===== config.mk =====
export PLATFORM = sky130hd
export DESIGN_NAME = uart_tx
export DESIGN_NICKNAME = d
export VERILOG_FILES = /design/src/rtl/uart_pkg.sv /design/src/rtl/uart_baud_gen.sv /design/src/rtl/uart_tx.sv
export SDC_FILE = /design/constraint.sdc
export NUM_CORES = 1
export LEC_CHECK = 0
export CAP_MARGIN = 20
export CORE_ASPECT_RATIO = 1.1
export CORE_MARGIN = 5
export CORE_UTILIZATION = 30
export CTS_CLUSTER_DIAMETER = 120
export DETAILED_ROUTE_END_ITERATION = 6
export PLACE_DENSITY = 0.58
export SLEW_MARGIN = 0
export SYNTH_ARGS = -nofsm -noshare
export SYNTH_HDL_FRONTEND = slang
export SYNTH_SLANG_ARGS = --single-unit

===== constraint.sdc =====
create_clock -name clk -period 1.7 [get_ports clk]
set_input_delay 0.34 -clock clk [delete_from_list [all_inputs] [get_ports clk]]
set_output_delay 0.34 -clock clk [all_outputs]
set_load 0.1 [all_outputs]

===== src/rtl/uart_pkg.sv =====
// Shared UART definitions: FSM state encoding, baud-select encoding and helpers.
// Used by both the transmitter and the receiver.
package uart_pkg;

    typedef enum logic [2:0] {
        IDLE,
        START,
        DATA,
        PARITY,
        STOP
    } uart_state_e;

    typedef enum logic {
        BAUD_9600 = 1'b0,
        BAUD_4800 = 1'b1
    } baud_sel_e;

    function automatic int unsigned bit_period(input int unsigned clks_per_bit,
                                               input baud_sel_e   sel);
        return (sel == BAUD_4800) ? 2 * clks_per_bit : clks_per_bit;
    endfunction

    function automatic logic parity_bit(input logic [7:0] data, input logic odd);
        return (^data) ^ odd;
    endfunction

endpackage


===== src/rtl/uart_baud_gen.sv =====
// Per-bit cycle counter: pulses bit_tick on the last cycle of every bit period.
// Restarts from zero whenever a new frame is accepted.
module uart_baud_gen
    import uart_pkg::*;
#(
    parameter int CLKS_PER_BIT = 10417
) (
    input  logic      clk,
    input  logic      rst,
    input  logic      start,
    input  logic      en,
    input  baud_sel_e baud_sel,
    output logic      bit_tick
);

    localparam int CW = $clog2(2 * CLKS_PER_BIT);

    logic [CW-1:0] cnt_q, cnt_d, last;

    always_comb begin
        last     = CW'(bit_period(CLKS_PER_BIT, baud_sel) - 1);
        bit_tick = en && (cnt_q == last);
        cnt_d    = cnt_q + 1'b1;
        if (start || !en || bit_tick) begin
            cnt_d = '0;
        end
    end

    always_ff @(posedge clk) begin
        if (rst) begin
            cnt_q <= '0;
        end else begin
            cnt_q <= cnt_d;
        end
    end

endmodule


===== src/rtl/uart_tx.sv =====
// UART transmitter: start bit, 8 data bits LSB first, optional parity, 1 or 2 stop bits.
// All frame settings are captured when the byte is accepted.
module uart_tx
    import uart_pkg::*;
#(
    parameter int CLKS_PER_BIT = 10417,
    parameter int STOP_BITS    = 1
) (
    input  logic       clk,
    input  logic       rst,
    input  logic [7:0] tx_data,
    input  logic       tx_valid,
    output logic       tx_ready,
    input  logic       baud_sel,
    input  logic       par_en,
    input  logic       par_odd,
    output logic       tx,
    output logic       busy,
    output logic       done
);

    localparam logic LAST_STOP = 1'(STOP_BITS - 1);

    uart_state_e state_q, state_d;
    logic [7:0]  data_q, data_d;
    logic [2:0]  bit_idx_q, bit_idx_d;
    logic [2:0]  next_idx;
    baud_sel_e   baud_q, baud_d;
    logic        par_en_q, par_en_d;
    logic        par_odd_q, par_odd_d;
    logic        stop_cnt_q, stop_cnt_d;
    logic        tx_q, tx_d;
    logic        busy_q, busy_d;
    logic        done_q, done_d;
    logic        accept;
    logic        bit_tick;

    assign accept   = (state_q == IDLE) && tx_valid;
    assign next_idx = bit_idx_q + 3'd1;
    assign tx_ready = (state_q == IDLE);
    assign tx       = tx_q;
    assign busy     = busy_q;
    assign done     = done_q;

    uart_baud_gen #(
        .CLKS_PER_BIT(CLKS_PER_BIT)
    ) u_baud_gen (
        .clk     (clk),
        .rst     (rst),
        .start   (accept),
        .en      (busy_q),
        .baud_sel(baud_q),
        .bit_tick(bit_tick)
    );

    always_comb begin
        state_d    = state_q;
        data_d     = data_q;
        bit_idx_d  = bit_idx_q;
        baud_d     = baud_q;
        par_en_d   = par_en_q;
        par_odd_d  = par_odd_q;
        stop_cnt_d = stop_cnt_q;
        tx_d       = tx_q;
        busy_d     = busy_q;
        done_d     = 1'b0;

        unique case (state_q)
            IDLE: begin
                if (tx_valid) begin
                    state_d    = START;
                    data_d     = tx_data;
                    baud_d     = baud_sel_e'(baud_sel);
                    par_en_d   = par_en;
                    par_odd_d  = par_odd;
                    bit_idx_d  = 3'd0;
                    stop_cnt_d = 1'b0;
                    tx_d       = 1'b0;
                    busy_d     = 1'b1;
                end
            end
            START: begin
                if (bit_tick) begin
                    state_d   = DATA;
                    bit_idx_d = 3'd0;
                    tx_d      = data_q[0];
                end
            end
            // The index stops at 7 and hands over to parity or stop rather than wrapping.
            DATA: begin
                if (bit_tick) begin
                    if (bit_idx_q == 3'd7) begin
                        if (par_en_q) begin
                            state_d = PARITY;
                            tx_d    = parity_bit(data_q, par_odd_q);
                        end else begin
                            state_d    = STOP;
                            stop_cnt_d = 1'b0;
                            tx_d       = 1'b1;
                        end
                    end else begin
                        bit_idx_d = next_idx;
                        tx_d      = data_q[next_idx];
                    end
                end
            end
            PARITY: begin
                if (bit_tick) begin
                    state_d    = STOP;
                    stop_cnt_d = 1'b0;
                    tx_d       = 1'b1;
                end
            end
            STOP: begin
                if (bit_tick) begin
                    if (stop_cnt_q == LAST_STOP) begin
                        state_d = IDLE;
                        busy_d  = 1'b0;
                        done_d  = 1'b1;
                        tx_d    = 1'b1;
                    end else begin
                        stop_cnt_d = stop_cnt_q + 1'b1;
                    end
                end
            end
            default: begin
                state_d = IDLE;
                busy_d  = 1'b0;
                tx_d    = 1'b1;
            end
        endcase
    end

    always_ff @(posedge clk) begin
        if (rst) begin
            state_q    <= IDLE;
            data_q     <= '0;
            bit_idx_q  <= '0;
            baud_q     <= BAUD_9600;
            par_en_q   <= 1'b0;
            par_odd_q  <= 1'b0;
            stop_cnt_q <= 1'b0;
            tx_q       <= 1'b1;
            busy_q     <= 1'b0;
            done_q     <= 1'b0;
        end else begin
            state_q    <= state_d;
            data_q     <= data_d;
            bit_idx_q  <= bit_idx_d;
            baud_q     <= baud_d;
            par_en_q   <= par_en_d;
            par_odd_q  <= par_odd_d;
            stop_cnt_q <= stop_cnt_d;
            tx_q       <= tx_d;
            busy_q     <= busy_d;
            done_q     <= done_d;
        end
    end

endmodule


==> metrics.txt, run 1 <==
Critical Path AT roughly 2000 ps; most used cell, CP ha_4; reported leakage power slightly below 0.0009 uW; I/O Buffers 17; Buffers & Inverters on Critical Path 0; largest net degree at the start of global routing 16; Worst Tran Pin Value 542 ps; Slew Limit Headroom a little under two thirds; RSZ-0062 raised after global routing yes; cts hold-fix bufs 0; most frequent cells in the layout 31 x nand2_1, 28 x buf_4, 27 x dfxtp_1, 26 x nor2_1, 15 x a21oi_1; Via-to-Cell Ratio 4.52; Yosys Warn Count 0; antenna violations before repair 0; FFs w/ async S/R, synth 0%; minimum clock period ~1800 ps; commonest non-fill, non-tap cell in the layout nand2_1; top cells by area, synth dfxtp_1 40%, nand2_1 6.9%, nor2_1 5.6%; Mapped Area roughly 0.0017 mm^2; sequential-to-total area share from yosys stat about 40%; total power after layout around 1800 uW; FMAX 559 MHz; Layout area overhead 37.0%; post-layout util 41.8%; Syn Area/Cell a little under 9 um^2; initial DRC count 34; Post-synth EDFFs 0; top cell type by total area after synthesis dfxtp_1; Final WS setup -88.3 ps; status complete, but fails checks; # fillers between 500 and 600; Synth Flop Type dfxtp_1; post-synthesis register bit count 35; Die Width 82.6 um; Hold Violations, Final 0; Final Slew Violations 0; Starting Density between 30% and 40%; Worst Hold Class flip-flop to flip-flop; Critical Path RT roughly 1900 ps; clk sinks 35; Top delay family on crit path multiplexers; Max Cap Viol 0; failing checks negative setup slack; type of origin of the critical path flip-flop; Synth top area share 40.3%; clock latency at the later pin of the worst-skew pair just under 300 ps; io pins 18; CP endpoint kind flip-flop; crit-path max FO 2; Rows 29; pre-CTS setup slack -122 ps; CP peak stage delay approximately 490 ps; routed len/inst approximately 11 um; CTS clk-pin slew, worst paths 80 ps; CTS tree built; Final Skew a little over 10 ps; Placed Area between 0.002 and 0.0025 mm^2; slowest cell on the critical path mux4_2; share of cells above drive strength 1 between 20% and 30%; Seq. cell area about 710 um^2; DR DRC count 0; Die H 89.8 um; period utilisation layout 105%; H-tree lvl count 2; Num CTS Buffers 5; Power Density approximately 770 mW/mm^2; gp weighted congestion approximately 0.74; Worst VDD drop 0.381 mV; global-route wire length before repair ~6400 um; Yosys cell types around 40; Crit Path Class flip-flop to flip-flop; Finished Cell Area roughly 0.0024 mm^2; setup violators final 1; Tot GR Track Use roughly 11%; clock root buffer clkbuf_8; Min Hold Slack ~470 ps; antenna cells 0; die area between 0.007 and 0.008 mm^2; Final ANT Viol Nets 0; HPWL after DPL approximately 2700 um; total number of vias about 1400; Cells after Synth roughly 200; Clock Tree Buf Depth 2; drt pass-1 iters 4; Core ar. 0.00570 mm^2; grt total ovfl 0; Multi-input gate area ~0.0011 mm^2; final WL roughly 3700 um; nets approximately 260; vias in the first global route around 1400; Net Count, Synth 216; CP cell instances ha_4, ha_4, mux4_2, mux2i_1, o22ai_1, a2bb2oi_1, o21bai_1
==> metrics by stage <==
| stage | std cells | TNS, ps |
|---|---|---|
| 4_1_cts | 318 | -101 |
| 2_1_floorplan | 199 | -3540 |
| 3_5_place_dp | 309 | -215 |
| 3_3_place_gp | 309 | -110 |
| 5_1_grt | 320 | -176 |
| 6_report | 320 | -88.3 |
==> power breakdown <==
| part | switching [uW] | internal (uW) | leakage (uW) |
|---|---|---|---|
| combinational | 190 | 182 | 0.000536 |
| clock | 296 | 288 | 0.0000422 |
| sequential | 27.7 | 851 | 0.000289 |
| total | 513 | 1320 | 0.000867 |
==> synth_stat cells (2+ instances only) <==
master    instances
ha_1              3
mux2i_1           6
xnor3_1           2
nand2b_1          5
and3_1            2
buf_2             2
xor2_1            8
nand3_1           5
a21boi_0          2
mux4_2            2
and4bb_2          2
nand3b_1          4
nor4_1            2
nor2_1           26
inv_1             3
xnor2_1           9
o21ai_0           3
nand4_1           2
nand2_1          32
clkbuf_1          6
a21oi_1          15
dfxtp_1          35
nor3_1            5
==> sequential cells by signal, indices dropped and copies added, names as in the netlist <==
name / count
u_baud_gen.cnt_q: 15
data_q: 8
bit_idx_q: 3
state_q: 3
baud_q: 1
busy: 1
done: 1
par_en_q: 1
par_odd_q: 1
tx: 1
==> per-layer routing <==
metal | vias to the layer above | wire, um | global-route usage, %
li1 | 772 | - | -
met1 | 652 | 1840 | 15.2
met2 | 17 | 1670 | 16.2
met3 | 4 | 117 | 3.10
met4 | 0 | 43 | 4.50
met5 | - | 0 | 0
==> layout make-up <==
| class | instances | area share [%] |
|---|---|---|
| Tap cell | 77 | 4.05 |
| Clock inverter | 1 | 0.210 |
| Timing Repair Buffer | 45 | 17.7 |
| Multi-Input combinational cell | 152 | 44.5 |
| Inverter | 3 | 0.473 |
| Sequential cell | 35 | 30.0 |
| Clock buffer | 7 | 3.21 |
==> cell families after synthesis <==
family                   share of synthesized area (%)
multiplexers                                      6.05
AO/OA/AOI/OAI                                     10.9
flip-flops                                        40.3
adder cells (fa/ha/maj)                           2.16
buffers and inverters                             3.17
XOR/XNOR                                          11.2
AND/OR/NAND/NOR                                   26.3
==> worst min-delay path: cells and delay by family (launching register included) <==
| family | cells | cell delay [ps] |
|---|---|---|
| AND/OR/NAND/NOR | 1 | 50 |
| flip-flops | 1 | 320 |
| AO/OA/AOI/OAI | 1 | 50 |
==> what timing repair did <==
action	in CTS	in global routing
setup endpoints to repair	5	13
gates resized for setup	2	9
setup buffers	1	2
pin swaps	1	6
==> worst paths after layout <==
path	start	to	slack [ps]	cells past startpoint
setup / recovery	bit_idx_q[1]	tx	-90	7
hold / removal	par_odd_q	par_odd_q	470	2
setup reg to reg	bit_idx_q[1]	tx	-90	7
hold reg to reg	par_odd_q	par_odd_q	470	2
Power figures use the tool's default switching activity.
==> run 2: changes to the inputs <==
--- a/config.mk
+++ b/config.mk
@@ -15,4 +15,5 @@
 export SLEW_MARGIN = 0
 export SYNTH_ARGS = -nofsm -noshare
 export SYNTH_HDL_FRONTEND = slang
+export SYNTH_HIERARCHICAL = 1
 export SYNTH_SLANG_ARGS = --single-unit
==> run 2 against run 1 <==
Effect of this change:
- the flow still finishes with violations (negative setup slack)
- core utilization increased by 4.8 points
- global-route usage increased by 1.1 points
- first-iteration DRC count increased by 140%
- register-to-register slack got worse by 470 ps
- sequential share of layout area decreased by 4.5 points
- die area increased by 5.5%
- cell area increased by 19%
- synthesized area increased by 6.2%
- power increased by 97%
- synthesized cell count increased by 7.0%
- clock power increased by 2%
- largest power group is now combinational cells
==> metrics.txt, run 2 <==
status complete, but fails checks; failing checks negative setup slack; Die Width between 80 and 90 um; FMAX around 440 MHz; Mapped Area between 0.0015 and 0.002 mm^2; Die H 92.3 um; top cell type by total area after synthesis dfxtp_1; type of origin of the critical path flip-flop; gp weighted congestion roughly 0.76; sequential-to-total area share from yosys stat 38.0%; Placed Area about 0.0026 mm^2; vias in the first global route roughly 1800; Max Cap Viol 0; total number of vias around 1800; Final WS setup -561 ps; Post-synth EDFFs 0; top cells by area, synth dfxtp_1 38%, xnor2_1 8.1%, nand2_1 5.7%; CTS tree built; period utilisation layout 133%; most numerous cell in the Yosys netlist dfxtp_1; reported leakage power about 0.0011 uW; setup violators final 8; total power after layout roughly 3600 uW; drt pass-1 iters 4; CP cell instances ha_4, mux4_2, mux2_4, and3_4, or4_4, o32a_1; Final Skew ~6.4 ps; CTS clk-pin slew, worst paths 80 ps; Yosys cell types 43; # fillers 608; Core ar. 0.00608 mm^2; clock latency at the later pin of the worst-skew pair between 200 and 300 ps; share of cells above drive strength 1 39.9%; grt total ovfl 0; placed cells 350; Final Slew Violations 0; pre-CTS setup slack -552 ps; non-filler cells, final approximately 360; minimum clock period about 2300 ps; antenna cells 0; die area between 0.007 and 0.008 mm^2; post-layout util a little under half; routed len/inst roughly 13 um; Crit Path Class flip-flop to flip-flop; cts hold-fix bufs 0; slowest cell on the critical path mux4_2; Multi-input gate area between 0.001 and 0.0015 mm^2; r2r worst-path depth 6; Net Count, Synth 230; antenna violations before repair 0; Clock Tree Buf Depth 2; Worst Tran Pin Value approximately 430 ps; most frequent cells in the layout 49 x buf_4, 25 x nand2_1, 25 x dfxtp_1, 17 x a21oi_1; HPWL after DPL 3380 um; io pins 18; clock root buffer clkbuf_8; Layout area overhead 53.4%; Synth top area share 38.0%; Slew Limit Headroom around 71%; Seq. cell area roughly 720 um^2; Top Registers u_baud_gen/cnt_q x15, data_q x8; I/O Buffers 17; post-synthesis register bit count 35; Finished Cell Area around 0.0028 mm^2; CP peak stage delay 480 ps; clk sinks 35; Commonest cells post-synth 35 x dfxtp_1, 28 x nand2_1, 19 x a21oi_1; Final ANT Viol Nets 0; H-tree lvl count 2; Syn Area/Cell between 8 and 9 um^2; CP endpoint kind flip-flop; max FFs per register 15; Critical Path RT about 1900 ps; Rows 30; nets 299; Power Density around 1300 mW/mm^2; DR DRC count 0; initial DRC count 82; commonest non-fill, non-tap cell in the layout buf_4; crit-path max FO 2; Num CTS Buffers 5; Critical Path AT between 2000 and 2500 ps; Biggest register u_baud_gen/cnt_q; Synth Flop Type dfxtp_1; FFs w/ async S/R, synth 0%; RSZ-0062 raised after global routing yes; final WL 4560 um; Hold Violations, Final 0; Starting Density a little under a third; Worst Hold Class flip-flop to flip-flop; global-route wire length before repair about 7900 um; Yosys Warn Count 6; Cells after Synth ~210; Tot GR Track Use 12.2%; largest net degree at the start of global routing 18; hold path depth 2; Worst VDD drop 0.877 mV; Via-to-Cell Ratio about 4.8
run 2: cell count changes after synthesis, moves of 5 or more:
cell     previous run  this run
xnor2_1             9        17
nor3_1              5        16
nor2_1             26        17
xor2_1              8         3
run 2: cell families after synthesis:
kind of cell               count (synthesis)  share of synthesized area (%)
adders and majority gates                  3                           2.03
AOI/OAI and AO/OA                         30                           10.0
DFF                                       35                           38.0
and+or+nand+nor                           96                           27.9
muxes                                     10                           7.25
buffers and inverters                     18                           4.14
xor gates and xnor gates                  21                           10.7
run 2: timing repair:
item,CTS,global route
pin swaps,10,8
setup buffers,4,4
endpoints found under the hold margin,0,0
setup endpoints to repair,9,22
gates resized for setup,11,16
cloned,0,0
run 2: per-stage QoR:
stage	setup TNS, ps	hold WS, ps
final	-2480	487
after global routing	-3440	517
after CTS	-2690	486
after detailed placement	-2770	472
after global placement	-2510	462
after floorplan	-11300	450
run 2: worst paths after layout:
path | startpoint | to | slack, ps
max | bit_idx_q[1] | tx | -560
min | bit_idx_q[2] | bit_idx_q[2] | 490
max reg2reg | bit_idx_q[1] | tx | -560
min reg2reg | bit_idx_q[2] | bit_idx_q[2] | 490
run 2: layer usage:
layer  part of all wire, %  vias to the layer above  track usage, %
li1                      -                      893               -
met1                    45                      830            15.6
met2                    50                       31            19.8
met3                   3.9                        2            2.43
met4                  0.83                        0            5.28
met5                     0                        -               0
run 2: cell type report:
class | count | share of cell area [%]
multi-input cells | 160 | 43.4
repair buffers | 73 | 23.5
flip-flops and latches | 35 | 25.5
clock buffers | 5 | 2.43
clock inverters | 3 | 0.707
well taps | 80 | 3.54
inverters | 7 | 0.928
run 2: critical path: cells and delay by family, from the launching register on:
kind	cells	cell delay [ps]
AO/OA/AOI/OAI	1	160
flip-flops	1	340
AND/OR/NAND/NOR	2	630
adder cells (fa/ha/maj)	1	270
multiplexers	2	750
run 2: where the power goes:
part           total (uW)  internal, uW  switching (uW)
clock network         597           285             312
registers            1070           938             133
logic                1940           954             987
